===== src/rtl/alu_sequencer.sv =====
// Issue/writeback controller for the combinational ALU: one instruction in flight, operands from a local register file.
// Optional macro ALU_SEQ_MUL_HI_WB_EN adds a second writeback cycle for the high half of a multiply.
module alu_sequencer #(
    parameter int         DATA_WIDTH = 8,
    parameter int         SHIFT_BITS = $clog2(DATA_WIDTH),
    parameter int         NUM_REGS   = 8,
    parameter int         REG_ADDR_W = $clog2(NUM_REGS),
    parameter logic [4:0] MUL_OPCODE = 5'b00011
) (
    input  logic                    clk,
    input  logic                    rst,
    input  logic                    instr_valid,
    output logic                    instr_ready,
    input  logic [4:0]              instr_opcode,
    input  logic [REG_ADDR_W-1:0]   instr_rd,
    input  logic [REG_ADDR_W-1:0]   instr_rs1,
    input  logic [REG_ADDR_W-1:0]   instr_rs2,
    input  logic [SHIFT_BITS-1:0]   instr_shamt,
    input  logic [DATA_WIDTH-1:0]   instr_imm,
    output logic [DATA_WIDTH-1:0]   alu_a,
    output logic [DATA_WIDTH-1:0]   alu_b,
    output logic [4:0]              alu_opcode,
    output logic [SHIFT_BITS-1:0]   alu_shift_amount,
    input  logic [DATA_WIDTH-1:0]   alu_result,
    input  logic                    alu_carry_out,
    input  logic [2*DATA_WIDTH-1:0] alu_mult_result,
    output logic                    carry_flag,
    output logic                    done,
    input  logic [REG_ADDR_W-1:0]   dbg_addr,
    output logic [DATA_WIDTH-1:0]   dbg_data
);

    localparam logic [1:0] IDLE       = 2'd0;
    localparam logic [1:0] EXEC       = 2'd1;
`ifdef ALU_SEQ_MUL_HI_WB_EN
    localparam logic [1:0] WB_HI      = 2'd2;
`endif
    localparam logic [1:0] UNIT_LOCAL = 2'b11;
    localparam logic [4:0] LDI_OPCODE = 5'b11000;

    logic [1:0]            state;
    logic [DATA_WIDTH-1:0] regs [NUM_REGS];
    logic [REG_ADDR_W-1:0] rd_q;
    logic [DATA_WIDTH-1:0] imm_q;
    logic                  cls_alu;
    logic                  cls_ldi;
    logic                  accept;

`ifdef ALU_SEQ_MUL_HI_WB_EN
    logic                  cls_mul;
    logic [DATA_WIDTH-1:0] hold;
`else
    // Without the high-half writeback the full product and the multiply opcode have no consumer.
    logic                  mult_unused;
    assign mult_unused = ^{alu_mult_result, MUL_OPCODE};
`endif

    assign instr_ready = (state == IDLE) && !rst;
    assign accept      = instr_valid && instr_ready;
    assign dbg_data    = regs[dbg_addr];

    always_ff @(posedge clk) begin
        if (rst) begin
            state            <= IDLE;
            regs             <= '{default: '0};
            alu_a            <= '0;
            alu_b            <= '0;
            alu_opcode       <= '0;
            alu_shift_amount <= '0;
            carry_flag       <= 1'b0;
            done             <= 1'b0;
            rd_q             <= '0;
            imm_q            <= '0;
            cls_alu          <= 1'b0;
            cls_ldi          <= 1'b0;
`ifdef ALU_SEQ_MUL_HI_WB_EN
            cls_mul          <= 1'b0;
            hold             <= '0;
`endif
        end else begin
            done <= 1'b0;
            case (state)
                IDLE: begin
                    if (accept) begin
                        alu_a            <= regs[instr_rs1];
                        alu_b            <= regs[instr_rs2];
                        alu_opcode       <= instr_opcode;
                        alu_shift_amount <= instr_shamt;
                        rd_q             <= instr_rd;
                        imm_q            <= instr_imm;
                        cls_alu          <= (instr_opcode[4:3] != UNIT_LOCAL);
                        cls_ldi          <= (instr_opcode == LDI_OPCODE);
`ifdef ALU_SEQ_MUL_HI_WB_EN
                        cls_mul          <= (instr_opcode == MUL_OPCODE);
`endif
                        state            <= EXEC;
                    end
                end
                EXEC: begin
                    state <= IDLE;
                    done  <= 1'b1;
                    if (cls_alu) begin
                        carry_flag <= alu_carry_out;
`ifdef ALU_SEQ_MUL_HI_WB_EN
                        // Multiply retires one cycle later, after the high half lands in rd+1.
                        if (cls_mul) begin
                            regs[rd_q] <= alu_mult_result[DATA_WIDTH-1:0];
                            hold       <= alu_mult_result[2*DATA_WIDTH-1:DATA_WIDTH];
                            state      <= WB_HI;
                            done       <= 1'b0;
                        end else begin
                            regs[rd_q] <= alu_result;
                        end
`else
                        regs[rd_q] <= alu_result;
`endif
                    end else if (cls_ldi) begin
                        regs[rd_q] <= imm_q;
                    end
                end
`ifdef ALU_SEQ_MUL_HI_WB_EN
                WB_HI: begin
                    regs[rd_q + REG_ADDR_W'(1)] <= hold;
                    state <= IDLE;
                    done  <= 1'b1;
                end
`endif
                default: state <= IDLE;
            endcase
        end
    end

endmodule


===== config.mk =====
export PLATFORM = sky130hd
export DESIGN_NAME = alu_sequencer
export DESIGN_NICKNAME = d
export VERILOG_FILES = /design/src/rtl/alu_sequencer.sv
export SDC_FILE = /design/constraint.sdc
export NUM_CORES = 1
export LEC_CHECK = 0
export CELL_PAD_IN_SITES_DETAIL_PLACEMENT = 1
export CELL_PAD_IN_SITES_GLOBAL_PLACEMENT = 1
export CORE_AREA = 2 2 114 116
export DETAILED_ROUTE_END_ITERATION = 10
export DIE_AREA = 0 0 116 118
export PLACE_DENSITY_LB_ADDON = 0.1
export SLEW_MARGIN = 25
export SYNTH_ARGS = -nofsm -noshare
export SYNTH_HDL_FRONTEND = slang
export SYNTH_SLANG_ARGS = --single-unit

===== constraint.sdc =====
create_clock -name clk -period 3.25 [get_ports clk]
set_input_delay 0.65 -clock clk [delete_from_list [all_inputs] [get_ports clk]]
set_output_delay 0.65 -clock clk [all_outputs]
set_load 0.005 [all_outputs]

# Yosys cells after proc, flatten, opt, wreduce, memory -nomap -nowiden
# Cells that the tools add are included.
dict set report word_totals {
  in_bits 56
  reg_bits 104
  output_inout_bits 35
}
dict set report op_classes {
  n_eq_ne 2
  n_bitwise 5
  n_reduce_logical 10
  n_mux 16
  n_lt_le_gt_ge 5
}
# op count
set op_table {}
lappend op_table {{bitwise mux 64 bit} 2}
lappend op_table {{2-to-1 mux 64 bit} 2}
lappend op_table {{binary-select mux 8 bit (select 3 bit)} 3}
lappend op_table {{2-to-1 mux 8 bit} 7}
lappend op_table {{demux 8 bit (select 3 bit)} 1}
lappend op_table {{greater-or-equal comparator 4 bit (second input constant)} 4}
lappend op_table {{inverter 3 -> 4 bit} 4}
lappend op_table {{AND reduction 2 bit} 3}
lappend op_table {{== test 5 bit (second input constant)} 1}
lappend op_table {{< comparator 4 x 1 -> 1 bit (second input constant)} 1}
lappend op_table {{logical AND 1 bit} 3}
lappend op_table {{zero test 2 bit} 1}
lappend op_table {{!= test 2 bit (second input constant)} 1}
lappend op_table {{nonzero test 2 bit} 1}
lappend op_table {{OR reduction 2 bit} 1}
lappend op_table {{zero test 1 bit} 1}
lappend op_table {{2-to-1 mux 1 bit} 1}
lappend op_table {{inverter 1 bit} 1}

# Logic depth before layout (Yosys ltp)
# Gate-level depths: netlist of run 1.
dict set report logic_depth {
  ltp_word 8
  ltp_mapped 7
  mapped_depth_nobuf 4
}

# Worst setup path before layout of run 1
# No wires, ideal clock.
dict set report synth_path {
  path_kind {input port to output port}
  start {input port dbg_addr[1]}
  end {output port dbg_data[6]}
  arrival_ps 1867
  setup_slack_ps 733
  stages 4
  cell_sequence {buf_2 buf_2 mux4_2 mux2_2}
}
dict set report synth_via {
  elab_chain_cells 4
}
# item line
set synth_lines {}
lappend synth_lines {{start, declared} 29} ;# input logic [REG_ADDR_W-1:0] dbg_addr,
lappend synth_lines {{inverter 3 -> 4 bit (not written as such)} 60} ;# assign dbg_data = regs[dbg_addr];
lappend synth_lines {{binary-select mux 8 bit (select 3 bit)} 60}
lappend synth_lines {{2-to-1 mux 8 bit (not written as such) (2 in series)} 60}
lappend synth_lines {{end, declared} 30} ;# output logic [DATA_WIDTH-1:0] dbg_data
# No other way between the ends. The select of a mux whose other input is x is not followed.

# Worst setup path in the final report of run 1
dict set report layout_path {
  start {input port dbg_addr[1]}
  end {output port dbg_data[0]}
}
# The elaborated chain is that of the path after synthesis.

==> results of run 1 <==
area by class of cell:
| class | instances | share of cell area (%) |
|---|---|---|
| clock buffer | 13 | 4.110 |
| timing repair buffer | 98 | 14.56 |
| tap | 172 | 3.273 |
| multi-input combinational | 412 | 45.92 |
| sequential | 104 | 31.67 |
| inverter | 4 | 0.2474 |
| clock inverter | 3 | 0.2284 |
kinds of logic (layout without fill, tap and decap cells):
| logic type | count (synthesis) | in the layout |
|---|---|---|
| multiplexers | 80 | 80 |
| flip-flops | 104 | 104 |
| AO/OA/AOI/OAI | 107 | 107 |
| AND/OR/NAND/NOR | 225 | 225 |
| buffers and inverters | 64 | 118 |
critical path: stages:
cell and delay [ns]:
clkdlybuf4s50_1 0.50, buf_12 0.16, mux4_2 0.51, mux2_2 0.28, clkdlybuf4s50_1 0.45
power groups by stage:
stage | clock network [mW] | logic [mW] | registers (mW)
finish | 1.06 | 0.397 | 1.34
detailed placement | 0 | 0.386 | 1.37
global placement | 0 | 0.377 | 1.37
floorplan | 0 | 0.236 | 1.36
global route | 1.13 | 0.426 | 1.35
CTS | 1.08 | 0.390 | 1.34
registers in the layout, indices dropped and copies added (netlist names):
name and flops:
alu_a 8, alu_b 8, alu_opcode 5, alu_shift_amount 3, carry_flag 1, cls_alu 1
cls_ldi 1, done 1, imm_q 8, rd_q 3, regs 64, state 1
repair_timing:
item	4_1_cts	5_1_grt
buffers inserted	3	3
endpoints found under the setup margin	3	5
cloned	0	1
resized for setup	3	1
per-layer routing:
| metal | part of all wire, % | vias to the layer above | GRT usage (%) |
|---|---|---|---|
| met5 | 0 | - | 0 |
| met4 | 1.8 | 0 | 7.664 |
| met3 | 6.5 | 24 | 3.811 |
| met2 | 47 | 183 | 39.14 |
| met1 | 45 | 2434 | 37.41 |
| li1 | - | 2267 | - |
cells in the mapped netlist (3+ instances only):
cell type  number  area (um^2)
nor2_1          4        15.01
a32o_1         16        160.2
or2_0           4        25.02
mux4_2         32        720.7
dfxtp_1       104         2082
mux2i_1        32        320.3
a22oi_1        12        90.09
mux2_2         16        180.2
buf_1           3        11.26
nand2_1        41        153.9
nor2b_1         3        18.77
nand3_1        23        115.1
buf_4           6        45.04
a21oi_1        73        365.4
buf_6           3        33.78
buf_2          21        105.1
nand2b_1       12        75.07
nor3_1        129        645.6
clkbuf_1       26        97.59
per-stage QoR:
step / area (um^2) / TNS, ns / power, mW
6_report: 6575 / 0 / 2.804
3_3_place_gp: 6215 / 0 / 1.746
4_1_cts: 6519 / 0 / 2.816
2_1_floorplan: 5411 / 0 / 1.593
3_5_place_dp: 6215 / -0.05857 / 1.757
5_1_grt: 6575 / 0 / 2.900
how the worst min path moves through the flow:
stage                  startpoint            end  cells past startpoint
floorplan                imm_q[0]       imm_q[0]                      2
global placement         imm_q[3]       imm_q[3]                      2
detailed placement  alu_opcode[2]  alu_opcode[2]                      2
CTS                 alu_opcode[4]  alu_opcode[4]                      2
global route        alu_opcode[4]  alu_opcode[4]                      2
finish              alu_opcode[4]  alu_opcode[4]                      2
==> out/metrics.cfg, run 1 <==
[outcome]
status = complete, no violations

[routing]
totalWireLength_um = 17520
drt.antenna.violating_nets = 0
vias = 4908
drc = 0
dr.pass1.iters = 5
via_per_inst = 6.089
drtIter0Drc = 442
wl_per_cell_um = 21.74

[timing]
fin_worst_skew_ns = 0.006622
hold_violations = 0
timing.hold.ws_ns = 0.4553
slew_headroom_pct = 44.93
finalWorstSetupSlack_ns = 0.03939
fin_crit_sh_pct = 98.79
finalSetupViolCount = 0
worstMarginPinSlew_ns = 0.8261
finalCriticalPeriod_ns = 3.211
max_freq_mhz = 311.5
rsz0062_at_grt = no
drv_slew = 0

[layout]
nNetsFinal = 685
finalNonFillerCells = 806
post-route-util_pct = 52.96
fill_cells = 1408
mostFrequentLayoutCells = nor3_1 (129), dfxtp_1 (104), a21oi_1 (73)
regArea_mm2 = 0.002082
syn2layout_area_growth_pct = 21.50
diodes = 0
drive_above_1_share_pct = 14.83
multi_input_area_mm2 = 0.003019
layout_commonest_cell = nor3_1

[floorplanning]
io_pins = 91
die_w_um = 116
start_util_pct = 43.59
rows = 41
dieArea_mm2 = 0.01369
core-area_mm2 = 0.01241
die-height_um = 118

[place]
io_buffers = 74
pre_cts_slack_ns = -0.03379
placedCellCount = 783
place_hpwl_um = 12160
place_congestion = 0.8581

[power]
p_int_mw = 2.066
switching_share_pct = 26.30
p_seq_share_pct = 47.9
clkPwrFrac_pct = 37.9
leakage_nw = 2.309
ir_worst_vdd_uv = 239.0
combPwrFrac_pct = 14.2
p_sw_mw = 0.7375
power.density_mw_per_mm2 = 426.4

[synth]
yosysUniqueCellTypes = 36
syn-cell-area_mm2 = 0.005411
synth_seq_area_share_pct = 38.47
async_flop_share_pct = 0
yosys_register_bits = 104
synthFlopType = dfxtp_1
syn-num-nets = 636
yosys.area_share.simple_pct = 20.76
synth_compound_area_share_pct = 12.21
synth_mux_area_share_pct = 22.57
synth_top_family_by_area = multiplexers
yosys_warnings = 0
synthAdderAreaFrac_pct = 0
syn_area_per_cell_um2 = 9.330
synth_xor_area_share_pct = 0
synth-edff-count = 0
synth_cells = 580

[clock_network]
clock-sinks = 104
insertion_delay_ns = 0.35
htree_levels = 3
clockRootBuffer = clkbuf_16
cts_hold_buf = 0
numCtsBuffers = 9
path_clk_slew_ns = 0.06
cts_tree = built
clk_path_buf_depth = 2

[setup_path]
critPathKind = in2out
cp.required_ns = 2.60
startpoint = dbg_addr[1]
r2r-end = regs[45]
cp_max_fo = 11
cp-end-kind = primary output
reg2reg_from = cls_alu
r2r_setup_slack_ns = 1.28
crit_path_start_kind = input pin
cp.arrival_ns = 2.56
critPathCapture = dbg_data[0]
reg2regPathDepth = 3

[worst_hold_path]
hp-class = reg2reg

[global_route]
track_usage_pct = 25.62
grt_pass1_wl_um = 26850
antenna_found_initial = 0
grt_start_max_net_pins = 52
grt-ovfl-total = 0
grt_pass1_vias = 4747

[run]
maxCapViolCount = 0

Note: power is estimated with default switching activity, not from simulation.
==> run 2, diff against run 1 <==
--- a/config.mk
+++ b/config.mk
@@ -7,10 +7,11 @@
 export LEC_CHECK = 0
 export CELL_PAD_IN_SITES_DETAIL_PLACEMENT = 1
 export CELL_PAD_IN_SITES_GLOBAL_PLACEMENT = 1
-export CORE_AREA = 2 2 114 116
+export CORE_AREA = 2 2 118 120
+export CTS_CLUSTER_DIAMETER = 120
 export DETAILED_ROUTE_END_ITERATION = 10
-export DIE_AREA = 0 0 116 118
-export PLACE_DENSITY_LB_ADDON = 0.1
+export DIE_AREA = 0 0 120 122
+export PLACE_DENSITY = 0.79
 export SLEW_MARGIN = 25
 export SYNTH_ARGS = -nofsm -noshare
 export SYNTH_HDL_FRONTEND = slang
==> constraint.sdc (replaced) <==
create_clock -name clk -period 3.17 [get_ports clk]
set_input_delay 0.634 -clock clk [delete_from_list [all_inputs] [get_ports clk]]
set_output_delay 0.634 -clock clk [all_outputs]
set_load 0.005 [all_outputs]
==> run 2 against run 1 <==
  * Combinational power increased by 4%
  * Hold slack worse by 0.0016 ns
  * Setup slack barely moved
  * Clock skew rose by 0.0015 ns
  * Wire length is 0.40% higher
  * Non-clock buffer count up 1
  * Clock power grew 8%
  * Cell count is 1.1% higher
  * Largest cell class unchanged
  * Die area up 7.0%
==> out/metrics.cfg, run 2 (synthesis gave the netlist of run 1 again) <==
[layout]
post-route-util_pct = 49.24  ; -3.7 points
largest_register_ffs = 64  ; unchanged
diodes = 0  ; unchanged
mostFrequentLayoutCells = nor3_1 (129), dfxtp_1 (104), a21oi_1 (73)
layout_commonest_cell = nor3_1
largest-register = regs
drive_above_1_share_pct = 14.80  ; -0.023 points
syn2layout_area_growth_pct = 22.89
nNetsFinal = 686  ; +0.15%

[clock_network]
clk_path_buf_depth = 2  ; unchanged
numCtsBuffers = 9  ; unchanged
clockRootBuffer = clkbuf_16
htree_levels = 3  ; unchanged
path_clk_slew_ns = 0.07  ; about the same
insertion_delay_ns = 0.35  ; about the same
cts_tree = built
clock-sinks = 104  ; unchanged
cts_hold_buf = 0  ; unchanged

[power]
ir_worst_vdd_uv = 274.3  ; +15%
power.density_mw_per_mm2 = 440.5  ; +3.3%
leakage_nw = 2.322  ; +0.53%

[routing]
totalWireLength_um = 17590  ; +0.40%
drc = 0  ; unchanged
vias = 4974  ; +1.3%
drt.antenna.violating_nets = 0  ; unchanged
drtIter0Drc = 363  ; -18%
dr.pass1.iters = 5  ; unchanged
wl_per_cell_um = 21.58  ; -0.71%
via_per_inst = 6.103  ; +0.23%

[global_route]
grt_pass1_vias = 5219  ; +9.9%
grt-ovfl-total = 0  ; unchanged
track_usage_pct = 25.20  ; -0.42 points
antenna_found_initial = 0  ; unchanged
grt_start_max_net_pins = 68  ; +31%
grt_pass1_wl_um = 28690  ; +6.9%

[worst_hold_path]
hp-class = reg2reg
min_path_cells = 2  ; unchanged

[place]
pre_cts_slack_ns = -0.04766  ; -0.01387 ns
io_buffers = 74  ; unchanged
place_hpwl_um = 12140  ; -0.16%
place_congestion = 0.8892  ; +3.6%

[timing]
drv_slew = 0  ; unchanged
fin_worst_skew_ns = 0.008140  ; +0.001518 ns
timing.hold.ws_ns = 0.4538  ; -0.001592 ns
worstMarginPinSlew_ns = 0.8061  ; -0.01999 ns
max_freq_mhz = 319.4
fin_crit_sh_pct = 98.77
finalSetupViolCount = 0  ; unchanged
rsz0062_at_grt = no
finalWorstSetupSlack_ns = 0.03898  ; -0.0004104 ns
finalCriticalPeriod_ns = 3.131
hold_violations = 0  ; unchanged
setup_tns_ns = 0  ; unchanged
slew_headroom_pct = 46.26  ; +1.3 points

[floorplanning]
die-height_um = 122  ; +3.4%
rows = 43  ; +4.9%
io_pins = 91  ; unchanged
start_util_pct = 40.07  ; -3.5 points
die_w_um = 120  ; +3.4%
dieArea_mm2 = 0.01464  ; +7.0%
core-area_mm2 = 0.01350  ; +8.8%

[setup_path]
reg2regPathDepth = 3  ; unchanged
cp-end-kind = primary output
cp.required_ns = 2.54  ; -0.06 ns
cp.arrival_ns = 2.50  ; -0.06 ns
crit_path_start_kind = input pin
cp_max_fo = 6  ; -5
critPathKind = in2out

[outcome]
status = complete, no violations

[run]
maxCapViolCount = 0  ; unchanged

## run 2: changes by cell type in the layout (fill, tap and decap cells not counted)
| cell | before | now |
|---|---|---|
| clkbuf_16 | 10 | 9 |
| dlygate4sd2_1 | 3 | 2 |
| clkinv_4 | 0 | 1 |
| buf_12 | 2 | 3 |
| bufbuf_16 | 0 | 2 |
| dlymetal6s2s_1 | 1 | 0 |
| clkbuf_1 | 1 | 2 |
| clkbuf_8 | 3 | 1 |
| clkdlybuf4s50_1 | 69 | 71 |
| bufinv_16 | 0 | 1 |
| clkinv_2 | 4 | 2 |
| buf_4 | 21 | 20 |
| inv_6 | 0 | 1 |
## run 2: report_power, final
| part | internal, mW | switching, mW |
|---|---|---|
| sequential | 1.34 | 0.0351 |
| combinational | 0.190 | 0.224 |
| clock | 0.638 | 0.500 |
| total | 2.17 | 0.759 |
## run 2: path summary, 6_finish.rpt
path | from | endpoint | slack (ns)
worst max-delay path | dbg_addr[1] | dbg_data[3] | 0.04
worst min-delay path | imm_q[2] | imm_q[2] | 0.45
worst max register to register | cls_alu | regs[61] | 1.16
worst min register to register | imm_q[2] | imm_q[2] | 0.45
## run 2: layer usage
layer | global-route usage [%] | vias up | share of wire (%) | wire length (um)
li1 | - | 2276 | - | -
met1 | 32.39 | 2441 | 41 | 7177
met2 | 42.40 | 224 | 48 | 8522
met3 | 5.571 | 33 | 8.7 | 1531
met4 | 7.794 | 0 | 2.0 | 359
met5 | 0 | - | 0 | 0
## run 2: cell type report
type / count / area (um^2)
clock buffers: 12 / 246.5
clock inverters: 4 / 52.55
fillers: 1535 / 6854
inverters: 4 / 16.27
multi-input cells: 412 / 3019
flip-flops and latches: 104 / 2082
well taps: 180 / 225.2
repair buffers: 99 / 1008
## run 2: repair_timing
action	in CTS	in global routing
endpoints found under the setup margin	8	0
gates resized for setup	2	0
buffers inserted	2	0
endpoints found under the hold margin	0	0
## run 2: metrics by stage
step	cells	power (mW)	area, um^2
after floorplan	580	1.633	5411
after global placement	795	1.789	6267
after detailed placement	795	1.804	6267
after CTS	815	2.945	6644
after global routing	815	3.040	6650
final	815	2.929	6650
## run 2: critical path, cell delays in order
cell and delay (ns):
dlygate4sd2_1 0.33, bufbuf_16 0.31, mux4_2 0.49, mux2_2 0.28
clkdlybuf4s50_1 0.45
==> run 3, diff against run 2 <==
--- a/config.mk
+++ b/config.mk
@@ -11,6 +11,7 @@
 export CTS_CLUSTER_DIAMETER = 120
 export DETAILED_ROUTE_END_ITERATION = 10
 export DIE_AREA = 0 0 120 122
+export GPL_ROUTABILITY_DRIVEN = 0
 export PLACE_DENSITY = 0.79
 export SLEW_MARGIN = 25
 export SYNTH_ARGS = -nofsm -noshare
==> constraint.sdc (replaced) <==
create_clock -name clk -period 3.05 [get_ports clk]
set_input_delay 0.61 -clock clk [delete_from_list [all_inputs] [get_ports clk]]
set_output_delay 0.61 -clock clk [all_outputs]
set_load 0.005 [all_outputs]
==> run 3 against run 2 <==
  * Sequential cell count stayed put
  * Critical endpoint unchanged
  * Sequential share of layout area about the same
  * Largest power group unchanged
  * Cell count increased by 0.61%
  * Register-to-register slack got worse by 0.12 ns
  * Via count fell by 0.48%
  * Combinational power grew 5.1%
  * Setup slack better by 0.028 ns
  * Sequential power grew 4%
  * Highest routed layer unchanged
  * Largest cell class unchanged
  * Global-route usage rose by 0.76 points
  * Clock power about the same
  * First-iteration DRC count up 9.1%
==> out/metrics.cfg, run 3 (synthesis gave the netlist of run 1 again) <==
[routing]
totalWireLength_um = 18390  ; +4.5%
via_per_inst = 6.037  ; -1.1%
drtIter0Drc = 396  ; +9.1%
vias = 4950  ; -0.48%
drc = 0  ; unchanged
wl_per_cell_um = 22.42  ; +3.9%
drt.antenna.violating_nets = 0  ; unchanged
dr.pass1.iters = 5  ; unchanged

[setup_path]
crit_path_start_kind = input pin
cpPeakStageDelay_ns = 0.49  ; about the same
cp-end-kind = primary output
cp.required_ns = 2.44  ; -0.10 ns
path_delay_family = buffers and inverters
cp.arrival_ns = 2.37  ; -0.13 ns
path_cells = clkdlybuf4s15_1, bufbuf_16, mux4_2, mux2_2, clkdlybuf4s50_1
cp_slowest_cell = mux4_2
cp_num_buf_inv = 3  ; unchanged
cp_max_fo = 6  ; unchanged
critPathKind = in2out

[global_route]
grt_pass1_vias = 5199  ; -0.38%
track_usage_pct = 25.96  ; +0.76 points
grt_start_max_net_pins = 52  ; -24%
grt_pass1_wl_um = 29120  ; +1.5%
antenna_found_initial = 0  ; unchanged
grt-ovfl-total = 0  ; unchanged

[layout]
post-route-util_pct = 49.24  ; about the same
largest-register = regs
layout_commonest_cell = nor3_1
final_area_mm2 = 0.006649  ; about the same
drive_above_1_share_pct = 15.94  ; +1.1 points
mostFrequentLayoutCells = nor3_1 (129), dfxtp_1 (104), a21oi_1 (73)
diodes = 0  ; unchanged
nNetsFinal = 691  ; +0.73%
syn2layout_area_growth_pct = 22.87  ; about the same
largest_register_ffs = 64  ; unchanged

[timing]
max_freq_mhz = 335.3
finalSetupViolCount = 0  ; unchanged
slew_headroom_pct = 33.94  ; -12 points
fin_worst_skew_ns = 0.008732  ; +0.0005918 ns
setup_tns_ns = 0  ; unchanged
rsz0062_at_grt = no
hold_violations = 0  ; unchanged
drv_slew = 0  ; unchanged
timing.hold.ws_ns = 0.4551  ; +0.001377 ns
fin_crit_sh_pct = 97.79
worstMarginPinSlew_ns = 0.9866  ; +0.1806 ns
finalCriticalPeriod_ns = 2.983

[clock_network]
path_clk_slew_ns = 0.07  ; about the same
numCtsBuffers = 9  ; unchanged
htree_levels = 3  ; unchanged
clk_path_buf_depth = 2  ; unchanged
insertion_delay_ns = 0.36  ; about the same
clock-sinks = 104  ; unchanged
cts_tree = built
clockRootBuffer = clkbuf_16

[worst_hold_path]
hp-class = reg2reg

[power]
ir_worst_vdd_uv = 240.0  ; -13%
leakage_nw = 2.328  ; +0.28%
power.density_mw_per_mm2 = 449.1  ; +2.0%

[place]
io_buffers = 74  ; unchanged
place_area_mm2 = 0.006292  ; +0.40%
place_hpwl_um = 12940  ; +6.6%

[floorplanning]
dieArea_mm2 = 0.01464  ; unchanged
rows = 43  ; unchanged
start_util_pct = 40.07  ; unchanged
core-area_mm2 = 0.01350  ; unchanged
die-height_um = 122  ; unchanged
die_w_um = 120  ; unchanged
io_pins = 91  ; unchanged

[outcome]
status = complete, no violations

[run]
maxCapViolCount = 0  ; unchanged

run 3: cell types whose count changed in the layout (fill, tap and decap cells not counted), sizes merged:
cell           previous run  this run
clkdlybuf4s15             0         1
bufinv                    1         0
clkinvlp                  0         2
buf                      24        29
dlygate4sd2               2         0
clkbuf                   12        11
clkinv                    4         5
run 3: layer usage:
| layer | GRT usage, % | up-vias | share of wire [%] |
|---|---|---|---|
| met5 | 0 | - | 0 |
| met4 | 8.603 | 0 | 2.2 |
| met3 | 5.805 | 35 | 6.6 |
| met2 | 44.74 | 203 | 49 |
| met1 | 32.22 | 2439 | 42 |
| li1 | - | 2273 | - |
run 3: worst register-to-register path, delay by kind of cell (launching register included):
| family | cells | cell delay [ns] |
|---|---|---|
| AO/OA/AOI/OAI | 2 | 0.93 |
| flip-flops | 1 | 0.75 |
| AND/OR/NAND/NOR | 1 | 0.23 |
run 3: what timing repair did:
| item | in CTS | in global routing |
|---|---|---|
| gates resized for setup | 3 | 2 |
| cloned | 2 | 0 |
| buffers inserted | 2 | 0 |
| hold buffers | 0 | 0 |
| setup endpoints to repair | 8 | 3 |
run 3: final cells by class:
| cell class | count | area, um^2 |
|---|---|---|
| Clock inverter | 6 | 42.54 |
| Inverter | 4 | 16.27 |
| Tap cell | 180 | 225.2 |
| Clock buffer | 10 | 239.0 |
| Sequential cell | 104 | 2082 |
| Fill cell | 1507 | 6855 |
| Multi-Input combinational cell | 412 | 3013 |
| Timing Repair Buffer | 104 | 1031 |
run 3: path summary, 6_finish.rpt:
| kind | from | end | slack (ns) | depth (start not counted) |
|---|---|---|---|---|
| worst max-delay path | dbg_addr[0] | dbg_data[3] | 0.07 | 5 |
| worst min-delay path | imm_q[7] | imm_q[7] | 0.46 | 2 |
| worst max register to register | cls_alu | regs[45] | 1.04 | 3 |
| worst min register to register | imm_q[7] | imm_q[7] | 0.46 | 2 |
run 3: power by group:
part	switching (mW)	leakage, nW	internal (mW)	total (mW)
Combinational	0.235	1.35	0.200	0.435
Clock	0.543	0.135	0.578	1.12
Sequential	0.0368	0.844	1.39	1.43
Total	0.815	2.33	2.17	2.99
run 3: per-stage QoR:
stage	power [mW]	instances	setup WS [ns]
floorplan	1.697	580	0.6132
global placement	1.861	800	-0.09688
detailed placement	1.880	800	-0.1158
CTS	3.006	820	0.02117
global route	3.105	820	0.006140
finish	2.986	820	0.06733
